File: src/rtl/tdm_mux_8x1.sv
// Eight-channel round-robin TDM multiplexer: merges eight valid/ready lanes onto one
// registered output stream tagged with the 3-bit source channel index.
module tdm_mux_8x1 #(
    parameter int WIDTH = 8
) (
    input  logic               clk,
    input  logic               rst,
    input  logic [7:0]         in_valid,
    input  logic [8*WIDTH-1:0] in_data,
    output logic [7:0]         in_ready,
    output logic               out_valid,
    output logic [WIDTH-1:0]   out_data,
    output logic [2:0]         out_sel,
    input  logic               out_ready
);

    typedef enum logic {
        EMPTY = 1'b0,
        FULL  = 1'b1
    } state_t;

    state_t           r_state;
    logic [2:0]       r_ptr;
    logic [WIDTH-1:0] r_data;
    logic [2:0]       r_sel;

    logic             w_any;
    logic             w_load;
    logic [2:0]       w_idx;
    logic [2:0]       w_winner;

    assign w_any  = |in_valid;
    assign w_load = ((r_state == EMPTY) || out_ready) && w_any;

    // Scan from the far end back toward r_ptr so the closest valid channel wins last.
    // NOTE: every variable assigned in always_comb gets a default first, otherwise a latch is inferred.
    always_comb begin
        w_idx    = r_ptr;
        w_winner = r_ptr;
        for (int k = 7; k >= 0; k--) begin
            w_idx = r_ptr + 3'(k);
            if (in_valid[w_idx]) begin
                w_winner = w_idx;
            end
        end
    end

    // Grants are suppressed during reset so no upstream word is consumed and lost.
    always_comb begin
        in_ready = '0;
        if (!rst && w_load) begin
            in_ready[w_winner] = 1'b1;
        end
    end

    // NOTE: sequential state uses non-blocking assignments so every register samples pre-edge values.
    always_ff @(posedge clk or posedge rst) begin
        if (rst) begin
            r_state <= EMPTY;
            r_ptr   <= '0;
            r_data  <= '0;
            r_sel   <= '0;
        end else begin
            if (w_load) begin
                r_state <= FULL;
                r_data  <= in_data[w_winner*WIDTH +: WIDTH];
                r_sel   <= w_winner;
                r_ptr   <= w_winner + 3'd1;
            end else if (r_state == FULL && out_ready) begin
                // Drained with nothing to refill: data, tag and pointer keep their values.
                r_state <= EMPTY;
            end
        end
    end

    assign out_valid = (r_state == FULL);
    assign out_data  = r_data;
    assign out_sel   = r_sel;

endmodule

File: config.mk
export PLATFORM = sky130hd
export DESIGN_NAME = tdm_mux_8x1
export DESIGN_NICKNAME = d
export VERILOG_FILES = /design/src/rtl/tdm_mux_8x1.sv
export SDC_FILE = /design/constraint.sdc
export NUM_CORES = 1
export LEC_CHECK = 0
export CORE_AREA = 2 2 58 101
export CTS_CLUSTER_DIAMETER = 60
export DETAILED_ROUTE_END_ITERATION = 16
export DIE_AREA = 0 0 60 103
export GPL_ROUTABILITY_DRIVEN = 0
export PLACE_DENSITY = 0.77
export SYNTH_ARGS = -nofsm -noshare
export SYNTH_HDL_FRONTEND = slang
export SYNTH_SLANG_ARGS = --single-unit
File: constraint.sdc
create_clock -name clk -period 5.2 [get_ports clk]
set_input_delay 1.04 -clock clk [delete_from_list [all_inputs] [get_ports clk]]
set_output_delay 1.04 -clock clk [all_outputs]
set_load 0.1 [all_outputs]
* Yosys cells after proc, flatten, opt, wreduce, memory -nomap -nowiden
Index checks and enable logic that the tools add are counted.
Word-level totals: register bits 15, input bits 75, output and inout port bits 20, logic and storage cells 61
Operators by class: add/subtract/negate cells 8, order comparisons 10, shift operators 1, muxes and demuxes 29, bitwise gates (word level) 1, reductions and logical operators 8
Operators by type and width (number):
- 64-bit by 7-bit variable part select with 8-bit output | 1
- 3-bit by 4-bit < comparator with 1-bit output, second input constant | 9
- 1-bit binary-select mux with 3-bit select | 8
- 3-bit two-way mux | 8
- 3-bit adder, second input constant | 4
- 1-bit two-way mux | 11
- 8-bit two-way mux | 1
- 8-bit OR reduction | 1
- 3-bit by 1-bit adder with 3-bit output, second input constant | 2
- 3-bit by 2-bit adder with 3-bit output, second input constant | 2
- 1-bit logical AND | 4
- 1-bit demux with 3-bit select | 1
- 3-bit by 1-bit greater-or-equal comparator with 1-bit output, second input constant | 1
- 2-bit nonzero test | 1
- 1-bit logical NOT | 1
- 1-bit logical OR | 1
- 1-bit inverter | 1

* Depth between registers and ports, before layout
depth in word-level cells 16, mapped depth 18, depth with buffers taken out 11

* Worst setup path before layout
Ideal clock, no wire load.
path kind register -> output, start register r_ptr[1], end output in_ready[6], arrival time 5599 ps, required time 4160 ps, path slack -1439 ps, stages on the path, launching flop included 17, cells stage by stage dfrtp_1 > buf_2 > buf_2 > buf_2 > inv_1 > ha_1 > buf_2 > buf_6 > mux4_2 > mux2i_1 > inv_2 > a32oi_1 > nand2_1 > a311oi_4 > buf_4 > nand3_1 > nor3_1
On the way: word-level cells in the longest chain between the ends 16, elaborated cells on any way between the ends 37, those cells by class add/sub (7); order compare (2); mux (27); reduce/logical (1)
Ends and longest elaborated chain:
- start: declaration | RTL line 23 | logic [2:0] r_ptr;
- start signal: assignment | RTL line 68 | r_ptr <= w_winner + 3'd1;
- 3-bit adder | RTL line 41 | w_idx = r_ptr + 3'(k);
- 1-bit binary-select mux with 3-bit select | RTL line 42 | if (in_valid[w_idx]) begin
- 1-bit two-way mux (not written as such) | RTL line 42
- 3-bit two-way mux (7 in a row) | RTL line 42
- 3-bit two-way mux * | RTL line 42
- 3-bit by 4-bit < comparator with 1-bit output (not written as such) or 3-bit by 1-bit greater-or-equal comparator with 1-bit output (tied branches) | RTL line 52 | in_ready[w_winner] = 1'b1;
- 1-bit logical AND (not written as such) | RTL line 52
- 1-bit two-way mux (not written as such) | RTL line 52
- 1-bit demux with 3-bit select * | RTL line 52
- 8-bit two-way mux * | RTL line 51 | if (!rst && w_load) begin
- end: declaration | RTL line 10 | output logic [7:0] in_ready,
Mark *: on every way between the ends. The rest lies on a longest branch, timed or not. The select of a mux whose other input is x is not followed.

* Final worst setup path
start input in_valid[2], end output in_ready[7]
On the way: word-level cells in the longest chain between the ends 15, elaborated cells on any way between the ends 33, those cells by class order compare (2); mux (27); reduce/logical (4)
Ends and longest elaborated chain:
- start: declaration | RTL line 8 | input logic [7:0] in_valid,
- 1-bit binary-select mux with 3-bit select | RTL line 42
- 1-bit two-way mux (not written as such) | RTL line 42
- 3-bit two-way mux (8 in a row) | RTL line 42
- 3-bit by 4-bit < comparator with 1-bit output (not written as such) or 3-bit by 1-bit greater-or-equal comparator with 1-bit output (tied branches) | RTL line 52
- 1-bit logical AND (not written as such) | RTL line 52
- 1-bit two-way mux (not written as such) | RTL line 52
- 1-bit demux with 3-bit select | RTL line 52
- 8-bit two-way mux * | RTL line 51
Marks and branches as above.

==> flow_summary.ini <==
[floorplanning]
dieArea_um2 = 6180
initial_core_util = 0.4339
ios = 95
die_y_um = 103
rows = 36
core_area_um2 = 5450
die_x_um = 60

[global_routing]
grt_max_degree = 32
grt_util_all_layers = 0.2427
grt_pass1_vias = 2401
grt_antenna_before_repair = 0
grt_overflow = 0
grt_first_pass_wirelength_um = 11470

[cts]
cts_root_buf = clkbuf_8
cts.sinks = 15
cts.path.max_buffers = 2
cts_setup_buffers = 0
clk_latency_ns = 0.25
cts_tree = yes
cts_buffers = 3
clk_pin_slew_ns = 0.07
cts_htree_levels = 1
cts_hold_buf = 0
cts-resized-gates = 0

[sta]
fin_crit_sh = 0.9586
drv_slew = 0
setup_viol = 0
tightest_slew_ns = 0.9926
clock_skew_ns = 0.003579
fmax_mhz = 200.6
setup_ws_ns = 0.2151
max-slew-margin-rel = 0.3362
setup_tns_ns = 0
grt_setup_unrepaired = false
hold_viol = 0
min_period_ns = 4.985
whs_ns = 0.4880

[cells_and_area]
diodes = 0
nNetsFinal = 432
syn2layout_area_growth_pct = 50.85
layout_common_cells = clkdlybuf4s50_1 (86), mux2i_1 (35), nand2_1 (21)
fill_cells = 465
design_area_um2 = 3567
multi_input_area_um2 = 1911
final_layout_size_suffix_gt1_frac = 0.1893
final_common_cell = clkdlybuf4s50_1
regArea_um2 = 375.4

[synth]
synth_ff_type = dfrtp_1
synth.distinct_cells = 67
ys_warn_count = 0
syn-cell-area_um2 = 2365
syn_avg_cell_area_um2 = 8.924
synth-edff-count = 0
synthCells = 265
ys_seq_area_frac = 0.1587
async_flop_share = 1.000
synth-seq-cells = 15
synth_fp_nets = 342

[setup_path]
cp-start-kind = input port
path_class = input port to output pin
endpoint_kind = output pin
worst-path-max-fanout = 10
worstPathRequired_ns = 4.16
worstPathArrival_ns = 3.94

[routing]
routedWlPerCell_um = 16.58
remaining_drc_errors = 0
drtIter0Drc = 272
drtAntennaViolNets = 0
viasPerCell = 5.772
detail_route.wirelength_um = 7129
dr.pass1.iters = 4
vias = 2482

[placement]
io_buffers = 94
placed_cell_area_um2 = 3522
dp_slack_ns = 0.2194
hpwl_um = 5778

[flow_run]
drv_cap = 0

[worst_hold_path]
hold_class = register to register

[status]
status = finished, final reports clean
-- registers in the layout, summed over array words and instances (netlist names) --
signal,count
r_ptr,3
out_data,8
out_sel,3
out_valid,1
-- cells by family (layout without fill, tap and decap cells) --
group	Yosys count	count (layout)	share of synthesized area
DFF	15	15	0.1587
and+or+nand+nor	86	86	0.1989
xor gates and xnor gates	5	5	0.01852
muxes	60	60	0.3116
AOI/OAI and AO/OA	68	68	0.2323
buffers and inverters	29	118	0.06931
adders and majority gates	2	2	0.01058
-- critical path, stage by stage --
cell and delay, ns:
clkdlybuf4s50_1 0.56, mux4_2 0.58, mux2_4 0.33, nor2_1 0.24, a32oi_1 0.14, nand2_1 0.13
a311oi_4 0.06, or3_4 0.43, nor3_4 0.23, buf_12 0.20
-- synth_stat cells (4+ instances only) --
library cell	number	area share
mux2i_1	37	0.16
nand2_1	21	0.033
nor2_1	19	0.030
a22oi_1	16	0.051
dfrtp_1	15	0.16
mux2_2	10	0.048
mux4_2	9	0.086
nand2b_1	9	0.024
buf_2	8	0.017
nor2b_1	8	0.021
o211a_1	8	0.034
o21ai_0	8	0.017
inv_1	7	0.011
a21oi_1	6	0.013
buf_6	5	0.024
clkbuf_1	5	0.0079
nor3_1	4	0.0085
-- per-stage QoR --
step / utilization / instances
final: 0.6545 / 430
after global routing: 0.6545 / 430
after CTS: 0.6545 / 430
after detailed placement: 0.6462 / 426
after global placement: 0.6462 / 426
after floorplan: - / 265
-- path summary, 6_finish.rpt --
check	startpoint	to	slack (ns)	cells past startpoint
hold / removal	out_sel[1]$_DFFE_PP0P_	out_sel[1]$_DFFE_PP0P_	0.49	1
setup reg to reg	r_ptr[1]$_DFFE_PP0P_	out_data[3]$_DFFE_PP0P_	1.14	12
max in group asynchronous	rst	out_valid$_DFFE_PP0P_	3.85	3
min in group asynchronous	rst	out_data[6]$_DFFE_PP0P_	1.17	3
setup / recovery	in_valid[2]	in_ready[7]	0.22	10
hold reg to reg	out_sel[1]$_DFFE_PP0P_	out_sel[1]$_DFFE_PP0P_	0.49	1
-- final cells by class --
class,instances,area share
multi-input combinational,221,0.5356
timing repair buffer,106,0.3115
sequential,15,0.1052
tap,76,0.02666
clock buffer,4,0.01263
inverter,8,0.008418
-- per-layer routing --
metal,GRT usage,share of wire
met5,0,0
met1,0.2564,0.34
met2,0.4624,0.57
met4,0.08205,0.020
met3,0.04266,0.066
Power is not shown: default switching activity piles up to over one toggle a cycle in this logic, so the estimate is an artifact.
